--- config.mk ---
export PLATFORM = sky130hd
export DESIGN_NAME = sdramtest_uart_report
export DESIGN_NICKNAME = d
export VERILOG_FILES = /design/src/rtl/sdramtest_pkg.sv /design/src/rtl/sdramtest_uart_report_uart_tx_8n1.sv /design/src/rtl/sdramtest_uart_report.sv
export SDC_FILE = /design/constraint.sdc
export NUM_CORES = 1
export LEC_CHECK = 0
export ABC_AREA = 1
export CAP_MARGIN = 20
export CORE_AREA = 3 3 92 94
export DETAILED_ROUTE_END_ITERATION = 7
export DIE_AREA = 0 0 95 97
export GPL_ROUTABILITY_DRIVEN = 0
export PLACE_DENSITY = 0.74
export REMOVE_ABC_BUFFERS = 1
export SLEW_MARGIN = 20
export SYNTH_ARGS = -nofsm -noshare
export SYNTH_HDL_FRONTEND = slang
export SYNTH_SLANG_ARGS = --single-unit
export TNS_END_PERCENT = 1
--- constraint.sdc ---
create_clock -name clk -period 1.9 [get_ports clk]
set_input_delay 0.19 -clock clk [delete_from_list [all_inputs] [get_ports clk]]
set_output_delay 0.19 -clock clk [all_outputs]
set_load 0.01 [all_outputs]
--- src/rtl/sdramtest_pkg.sv ---
// Shared types, constants and helpers for the SDRAM tester UART reporter.
package sdramtest_pkg;

  typedef enum logic [1:0] {
    EVT_PASS = 2'd0,
    EVT_FAIL = 2'd1
  } evt_code_t;

  typedef enum logic [2:0] {
    IDLE,
    LOAD,
    START,
    DATA,
    STOP,
    NEXT
  } state_t;

  localparam int LINE_LEN   = 12;
  localparam int BANNER_LEN = 7;

  localparam logic [7:0] CR    = 8'h0D;
  localparam logic [7:0] LF    = 8'h0A;
  localparam logic [7:0] SPACE = 8'h20;

  // Uppercase ASCII hex digit for one nibble.
  function automatic logic [7:0] hex_ascii(input logic [3:0] nib);
    return (nib < 4'd10) ? (8'h30 + {4'd0, nib}) : (8'h37 + {4'd0, nib});
  endfunction

endpackage

--- src/rtl/sdramtest_uart_report_uart_tx_8n1.sv ---
// 8N1 byte transmitter. A line is started with go while ready; each byte is
// fetched from data in LOAD and byte_done pulses in NEXT. STOP is shortened
// by two cycles so that NEXT and LOAD fill out the stop bit, keeping the
// frame period at exactly 10*DIV with back-to-back bytes.
module uart_tx_8n1
  import sdramtest_pkg::*;
#(
  parameter int DIV = 868
) (
  input  logic       clk,
  input  logic       reset,
  input  logic       go,
  input  logic [7:0] data,
  input  logic       last,
  output logic       ready,
  output logic       byte_done,
  output logic       tx
);

  localparam int CW = $clog2(DIV + 1);
  localparam logic [CW-1:0] BIT_END  = CW'(DIV - 1);
  localparam logic [CW-1:0] STOP_END = CW'(DIV - 3);

  state_t          state_reg, state_next;
  logic [CW-1:0]   tick_reg, tick_next;
  logic [2:0]      bit_reg, bit_next;
  logic [7:0]      shift_reg, shift_next;

  // State, bit timer, bit counter and shift register.
  always_ff @(posedge clk or posedge reset) begin
    if (reset) begin
      state_reg <= IDLE;
      tick_reg  <= '0;
      bit_reg   <= '0;
      shift_reg <= '0;
    end else begin
      state_reg <= state_next;
      tick_reg  <= tick_next;
      bit_reg   <= bit_next;
      shift_reg <= shift_next;
    end
  end

  // Next-state logic: start bit, 8 data bits LSB first, shortened stop bit.
  always_comb begin
    state_next = state_reg;
    tick_next  = tick_reg;
    bit_next   = bit_reg;
    shift_next = shift_reg;
    case (state_reg)
      IDLE: if (go) state_next = LOAD;
      LOAD: begin
        shift_next = data;
        tick_next  = '0;
        bit_next   = '0;
        state_next = START;
      end
      START: begin
        if (tick_reg == BIT_END) begin
          tick_next  = '0;
          state_next = DATA;
        end else begin
          tick_next = tick_reg + CW'(1);
        end
      end
      DATA: begin
        if (tick_reg == BIT_END) begin
          tick_next  = '0;
          shift_next = {1'b0, shift_reg[7:1]};
          bit_next   = bit_reg + 3'd1;
          if (bit_reg == 3'd7) state_next = STOP;
        end else begin
          tick_next = tick_reg + CW'(1);
        end
      end
      STOP: begin
        if (tick_reg == STOP_END) begin
          tick_next  = '0;
          state_next = NEXT;
        end else begin
          tick_next = tick_reg + CW'(1);
        end
      end
      NEXT: state_next = last ? IDLE : LOAD;
      default: state_next = IDLE;
    endcase
  end

  assign ready     = (state_reg == IDLE);
  assign byte_done = (state_reg == NEXT);
  assign tx        = (state_reg == START) ? 1'b0 :
                     (state_reg == DATA)  ? shift_reg[0] : 1'b1;

endmodule

--- src/rtl/sdramtest_uart_report.sv ---
// SDRAM tester report formatter: turns PASS/FAIL events into 12-byte ASCII
// lines on an 8N1 UART and counts events that arrive while busy.
// Optional feature macro: SDRAMTEST_UART_BANNER_EN sends "SDRAM\r\n" after
// every reset release.
module sdramtest_uart_report
  import sdramtest_pkg::*;
#(
  parameter int SYSCLK_FREQUENCY = 1000,
  parameter int BAUD             = 115200
) (
  input  logic        clk,
  input  logic        reset,
  input  logic        evt_stb,
  input  logic [1:0]  evt_code,
  input  logic [31:0] evt_data,
  output logic        busy,
  output logic [7:0]  drop_cnt,
  output logic        uart_tx
);

  localparam int DIV = SYSCLK_FREQUENCY * 100000 / BAUD;

  logic        busy_reg;
  logic [7:0]  drop_reg;
  logic [1:0]  code_reg;
  logic [31:0] data_reg;
  logic [3:0]  idx_reg;
  logic        accept, drop, go, ready, byte_done, last_byte;
  logic        banner_pend, banner_line;
  logic [7:0]  line_byte, banner_byte, tx_byte;
  logic [3:0]  nibbles [8];

`ifdef SDRAMTEST_UART_BANNER_EN
  logic banner_pend_reg, banner_line_reg;

  // Banner is armed by reset and launched on the first clock after release.
  always_ff @(posedge clk or posedge reset) begin
    if (reset) begin
      banner_pend_reg <= 1'b1;
      banner_line_reg <= 1'b0;
    end else if (banner_pend_reg) begin
      banner_pend_reg <= 1'b0;
      banner_line_reg <= 1'b1;
    end else if (accept) begin
      banner_line_reg <= 1'b0;
    end
  end

  function automatic logic [7:0] banner_rom(input logic [3:0] i);
    case (i)
      4'd0:    return 8'h53;
      4'd1:    return 8'h44;
      4'd2:    return 8'h52;
      4'd3:    return 8'h41;
      4'd4:    return 8'h4D;
      4'd5:    return CR;
      default: return LF;
    endcase
  endfunction

  assign banner_pend = banner_pend_reg;
  assign banner_line = banner_line_reg;
  assign banner_byte = banner_rom(idx_reg);
`else
  assign banner_pend = 1'b0;
  assign banner_line = 1'b0;
  assign banner_byte = 8'h00;
`endif

  // Events are taken only while the registered busy is low; the pending
  // banner has priority and turns a coincident event into a drop.
  assign accept = evt_stb & ~busy_reg & ~banner_pend;
  assign drop   = evt_stb & (busy_reg | banner_pend);
  assign go     = accept | banner_pend;

  // Event latch, busy flag, byte index and saturating drop counter.
  always_ff @(posedge clk or posedge reset) begin
    if (reset) begin
      busy_reg <= 1'b0;
      drop_reg <= 8'd0;
      code_reg <= 2'd0;
      data_reg <= 32'd0;
      idx_reg  <= 4'd0;
    end else begin
      if (accept) begin
        code_reg <= evt_code;
        data_reg <= evt_data;
      end
      if (go) busy_reg <= 1'b1;
      else if (ready && busy_reg) busy_reg <= 1'b0;
      if (go) idx_reg <= 4'd0;
      else if (byte_done) idx_reg <= idx_reg + 4'd1;
      if (drop && drop_reg != 8'hFF) drop_reg <= drop_reg + 8'd1;
    end
  end

  generate
    for (genvar gi = 0; gi < 8; gi++) begin : g_nib
      assign nibbles[gi] = data_reg[31 - 4*gi -: 4];
    end
  endgenerate

  // Line formatter: code char, space, 8 hex digits MSB first, CR, LF.
  always_comb begin
    line_byte = hex_ascii(nibbles[3'(idx_reg - 4'd2)]);
    case (idx_reg)
      4'd0: begin
        case (code_reg)
          EVT_PASS: line_byte = 8'h50;
          EVT_FAIL: line_byte = 8'h46;
          default:  line_byte = 8'h3F;
        endcase
      end
      4'd1:    line_byte = SPACE;
      4'd10:   line_byte = CR;
      4'd11:   line_byte = LF;
      default: ;
    endcase
  end

  assign tx_byte   = banner_line ? banner_byte : line_byte;
  assign last_byte = banner_line ? (idx_reg == 4'(BANNER_LEN - 1))
                                 : (idx_reg == 4'(LINE_LEN - 1));

  uart_tx_8n1 #(.DIV(DIV)) u_tx (
    .clk       (clk),
    .reset     (reset),
    .go        (go),
    .data      (tx_byte),
    .last      (last_byte),
    .ready     (ready),
    .byte_done (byte_done),
    .tx        (uart_tx)
  );

  assign busy     = busy_reg;
  assign drop_cnt = drop_reg;

endmodule

* Word-level counts from Yosys, hierarchy flattened
Index checks and enable logic that the tools add are counted.
** Storage, ports and cells
- Register bits after elaboration :: 71
- Bits of input ports :: 37
- Output and inout bits :: 10
- Logic and storage cells :: 78
** Operators by class
- Add/sub/neg operators :: 7
- $lt $le $gt $ge :: 2
- Equal/unequal tests :: 18
- Multiplexer cells :: 26
- Bitwise operators :: 4
- Reduce and logical (&&, ||, !) cells :: 12
** Operators by type and width (number)
- case mux 10 bit (3 select lines) :: 1
- case mux 7 bit (4 select lines) :: 1
- == test 10 bit (second input constant) :: 2
- 2-to-1 mux 10 bit :: 2
- 2-to-1 mux 3 bit :: 6
- case mux 3 bit (6 select lines) :: 1
- 2-to-1 mux 4 bit :: 4
- case mux 8 bit (2 select lines) :: 1
- adder 6 x 4 -> 7 bit (first input constant) :: 2
- case mux 7 bit (2 select lines) :: 1
- binary-select mux 4 bit (select 3 bit) :: 1
- adder 10 x 1 -> 10 bit (second input constant) :: 1
- == test 3 bit (second input constant) :: 3
- adder 8 x 1 -> 8 bit (second input constant) :: 1
- == test 4 bit (second input constant) :: 2
- 2-to-1 mux 8 bit :: 1
- inequality test 2 x 1 -> 1 bit (second input constant) :: 4
- inequality test 8 bit (second input constant) :: 1
- 2-to-1 mux 7 bit :: 1
- == test 3 x 2 -> 1 bit (second input constant) :: 2
- case mux 3 bit (2 select lines) :: 1
- nonzero test 2 bit :: 3
- 2-to-1 mux 1 bit :: 5
- AND reduction 5 bit :: 1
- 19 further kinds :: 21

* Longest topological paths before layout
- Depth in word-level cells :: 9
- Mapped depth :: 15
- Gate-level depth less buffers :: 14

* Modules after synthesis
Synthesis repeated with hierarchy kept, for this count alone.
** Second synthesis, totals
- Cell total of the unflattened synthesis :: 524
- Area, all modules :: 4015.1 um^2
** Modules (own cells, without submodules)
- sdramtest_uart_report :: times used 1, cells an instance 335, area each 2568.7 um^2, seq. area each 1176.1 um^2
- uart_tx_8n1 :: times used 1, cells an instance 189, area each 1446.4 um^2, seq. area each 600.6 um^2

* Least setup slack after synthesis
OpenSTA, ideal clock, no wires.
- Path type :: register to register
- Start point :: reg idx_reg[1]
- End point :: reg u_tx.shift_reg[4]
- Setup time :: 0.116 ns
- Data arrival time :: 1.590 ns
- Required time :: 1.784 ns
- Setup slack :: 0.193 ns
- Stages on the path, launching flop included :: 13
- Path buffers :: 0
- Period minus slack after synthesis :: 1.707 ns
- Cells stage by stage :: dfrtp_1 ha_1 inv_1 nand2_1 nand2_1 inv_1 ha_1 nand2_1 nand3_1 nand2_1 nand3_1 nand2_1 nand2_1
** On the way
- Longest elaborated chain between the ends :: 9
- Elaborated cells on any way between the ends :: 15
- Classes of those cells :: add/sub: 3; order compare: 1; eq/ne: 3; mux: 6; bitwise: 1; reduce/logical: 1
** RTL lines
- start: declaration :: line sdramtest_uart_report.sv:27 : logic [3:0] idx_reg;
- start signal: assignment :: line sdramtest_uart_report.sv:92 : else if (byte_done) idx_reg <= idx_reg + 4'd1;
- subtractor 3 x 2 -> 3 bit :: line sdramtest_uart_report.sv:105 : line_byte = hex_ascii(nibbles[3'(idx_reg - 4'd2)]);
- inverter 3 -> 4 bit (implied by the code) :: line sdramtest_uart_report.sv:105
- binary-select mux 4 bit (select 3 bit) :: line sdramtest_uart_report.sv:105
- 2-to-1 mux 4 bit (implied by the code) (2 in series) :: line sdramtest_uart_report.sv:105
- adder 6 x 4 -> 7 bit or < comparator 4 bit (tied branches) :: line sdramtest_pkg.sv:27 : return (nib < 4'd10) ? (8'h30 + {4'd0, nib}) : (8'h37 + {4'd0, nib});
- 2-to-1 mux 7 bit :: line sdramtest_pkg.sv:27
- case mux 7 bit (4 select lines) (*) :: line sdramtest_uart_report.sv:106 : case (idx_reg)
- case mux 8 bit (2 select lines) (*) :: line sdramtest_uart_report_uart_tx_8n1.sv:50 : case (state_reg)
- end signal: assignment :: line sdramtest_uart_report_uart_tx_8n1.sv:40 : shift_reg <= shift_next;
- end: declaration :: line sdramtest_uart_report_uart_tx_8n1.sv:27 : logic [7:0] shift_reg, shift_next;
Mark *: on every way between the ends. The rest lies on a longest branch, timed or not. The select of a mux whose other input is x is not followed.
A chain may end at the register's enable or synchronous reset.

* Worst setup path after layout
- Start point :: reg idx_reg[0]
- End point :: reg u_tx.shift_reg[2]
Same word-level chain as after synthesis.

==> results.yml <==
status:
  status: "complete, no violations"
clock_tree:
  clk_path_buf_depth: 2
  cts-root-buf: "clkbuf_8"
  cts_inserted_buffers: 9
  clkTransAtPathRegs_ns: 0.07
  insertion_delay_ns: 0.36
  cts_tree: "yes"
  ctsHtreeMaxLevel: 3
  clock-sinks: 70
timing:
  grt_setup_unrepaired: "true"
  setup_viol: 0
  finalMaxSlewViolations: 0
  max_freq_ghz: 0.535
  tns_ns: 0
  finClkSkew_ns: 0.00950
  maxSlewHeadroom: 0.606
  hold_viol: 0
  tightest_slew_ns: 0.575
  period_needed_ns: 1.87
  finalCritPeriodShare: 0.984
routing:
  drt-total-wl_mm: 8.00
  drtPass1Iterations: 4
  via_count: 3313
  viasPerCell: 5.03
  ant_nets: 0
  drt_iter0_drc: 149
  wl_per_cell_um: 12.1
  drcViolationCount: 0
logic_synthesis:
  synth_top_area_cell: "dfrtp_1"
  ys_ff_latch: 70
  synth_ff_type: "dfrtp_1"
  synth_compound_area_frac: 0.103
  synth_top_family_by_area: "simple AND/OR/NAND/NOR gates"
  yosys-top-cells-count: "nand2_1 (148), dfrtp_1 (70), inv_1 (63)"
  synthXorXnorAreaFrac: 0.0231
  ys.warnings.count: 0
  yosys.cell_types.count: 40
  syn_area_um2: 3800
  synthCells: 494
  synth.top_cell.area_share: 0.461
  yosys.area_share.simple: 0.284
  yosysMostFrequentCell: "nand2_1"
  syn_avg_cell_area_um2: 7.68
  yosys-mux-area-fraction: 0.00264
  synth_fa_ha_area_frac: 0.0363
  yosysSeqAreaShare: 0.461
  synth_edf_count: 0
  async_flop_share: 1.00
  ys_top_cells_by_area: "dfrtp_1 (46%), nand2_1 (15%), inv_1 (6.2%), o21ai_0 (5.8%), nand3_1 (5.4%)"
die:
  die_y_um: 97
  fp.dieW_um: 95
  coreArea_um2: 7730
  die-area_um2: 9220
  start_util: 0.491
  io_pins: 47
  rows: 32
pwr:
  leakagePower_nw: 2.35
  sw_frac_of_total: 0.330
  pwr-share-seq: 0.445
  peakVddDrop_v: 0.000363
  pwr-share-comb: 0.297
  switchingPower_mw: 1.47
  p_int_mw: 2.97
  power_frac_clock: 0.258
  power_density_nw_per_um2: 948
global_routing:
  track_usage: 0.186
  grt_pass1_wl_mm: 13.8
  grt_overflow: 0
  grt_pass1_vias: 3165
  grt_max_degree: 71
  grt_antenna_before_repair: 0
finish:
  final_layout_size_suffix_gt1_frac: 0.110
  area_delta_synth_final_pct: 23.2
  antenna_cells: 0
  fillers: 675
  final_util: 0.605
  largest_register_ff_count: 32
  stdcell_area_um2: 4680
  final_nets: 600
setup_path:
  critPathRequiredTime_ns: 2.14
  rr_startpoint: "idx_reg[0]$_DFFE_PP0P_"
  path_class: "reg -> reg"
  end_kind: "flip-flop"
  crit_family: "simple AND/OR/NAND/NOR gates"
  crit_fanout: 7
  r2r_slack_ns: 0.03
  cpMostUsedCell: "nand2_1"
  crit_path_top_delay_cell: "dfrtp_2"
  crit_arrival_ns: 2.11
  critPathMaxStageDelay_ns: 0.45
  worstSetupStartpointType: "flip-flop"
  crit_chain: "buf_12, buf_4, o211ai_1, nand2_1, nand2_1, nand2_2, inv_2, ha_4, nand3b_1, nand4_1, nand2_1, nand2_1, nand2_1, nand2_1"
  rr_worst_depth: 14
  cp-startpoint: "idx_reg[0]$_DFFE_PP0P_"
  r2r_end: "u_tx.shift_reg[2]$_DFFE_PP0P_"
  path_buf_inv: 3
min_path:
  min_path_type: "in -> async"
flow_run:
  max_cap_viol_count: 0
placement:
  dpl_cell_area_um2: 4440
  post-dp-hpwl_mm: 5.66
  port_buffers: 46
-- power groups by stage --
stage / combinational (mW) / clock (mW) / sequential (mW)
after global placement: 1.23 / 0 / 1.99
after global routing: 1.51 / 1.24 / 2.01
after detailed placement: 1.26 / 0 / 2.00
final: 1.32 / 1.14 / 1.97
after floorplan: 0.773 / 0 / 2.01
after CTS: 1.27 / 1.17 / 1.98
-- final cells by class --
class	instances	area [µm²]	share of cell area
flip-flops and latches	70	1750	0.375
multi-input cells	339	1740	0.371
repair buffers	59	596	0.127
inverters	73	277	0.0591
clock buffers	14	173	0.0369
well taps	102	128	0.0273
clock inverters	2	15.0	0.00321
-- cells by family after synthesis --
family | Yosys count
fa+ha+maj | 11
simple gates | 247
mux | 1
flops | 70
xor+xnor | 10
buf+inv | 85
compound gates | 70
-- through the flow --
step / worst slack, ns / power (mW) / std cells / hold WS, ns
floorplan: -1.54 / 2.78 / 482 / 0.307
global placement: 0.116 / 3.22 / 640 / 0.458
detailed placement: 0.0603 / 3.27 / 640 / 0.459
CTS: 0.0480 / 4.41 / 656 / 0.253
global route: -0.0811 / 4.76 / 659 / 0.267
finish: 0.0304 / 4.43 / 659 / 0.227
-- how the worst max path moves through the flow --
stage,slack [ns],endpoint,depth (start not counted)
3_3_place_gp,0.12,u_tx.shift_reg[4]$_DFFE_PP0P_,12
2_1_floorplan,-1.54,idx_reg[0]$_DFFE_PP0P_,4
4_1_cts,0.05,u_tx.shift_reg[2]$_DFFE_PP0P_,12
3_5_place_dp,0.06,u_tx.shift_reg[4]$_DFFE_PP0P_,12
6_report,0.03,u_tx.shift_reg[2]$_DFFE_PP0P_,14
5_1_grt,-0.08,u_tx.shift_reg[2]$_DFFE_PP0P_,14
-- repair_timing --
action / CTS / global route
setup buffers: 0 / 3
resized for setup: 0 / 13
endpoints found under the hold margin: 0 / 0
endpoints found under the setup margin: 0 / 7
hold buffers: 0 / 0
-- cells in the final DEF, fill, tap and decap left out, drive strengths merged --
cell type / synthesis / final
clkinvlp: 0 / 2
a31oi: 2 / 2
inv: 71 / 72
xor2: 8 / 8
o22ai: 7 / 7
o31ai: 1 / 1
nand3: 41 / 41
buf: 9 / 13
clkbuf: 3 / 14
mux2i: 1 / 1
nand4: 5 / 5
nand3b: 1 / 1
o21ai: 47 / 47
o211ai: 2 / 2
nor3: 7 / 7
xnor2: 2 / 2
o21a: 1 / 1
a21oi: 8 / 8
dfrtp: 70 / 70
nor2: 34 / 34
clkdlybuf4s50: 0 / 46
or2: 2 / 2
nor4: 2 / 2
o21bai: 1 / 1
nor3b: 1 / 1
ha: 11 / 11
a2111oi: 1 / 1
nand2: 154 / 154
clkinv: 2 / 1
-- layer usage --
layer	part of all wire	track usage
met1	0.46	0.255
met2	0.47	0.290
met3	0.038	0.0412
met4	0.025	0.0633
met5	0	0
-- worst register-to-register path, stage by stage (launching register included) --
cell and delay (ns):
dfrtp_2 0.45, buf_12 0.14, buf_4 0.13, o211ai_1 0.18, nand2_1 0.10, nand2_1 0.08
nand2_2 0.06, inv_2 0.08, ha_4 0.13, nand3b_1 0.10, nand4_1 0.09, nand2_1 0.07
nand2_1 0.05, nand2_1 0.05, nand2_1 0.05
No activity file was read; power rests on OpenSTA's default activity.
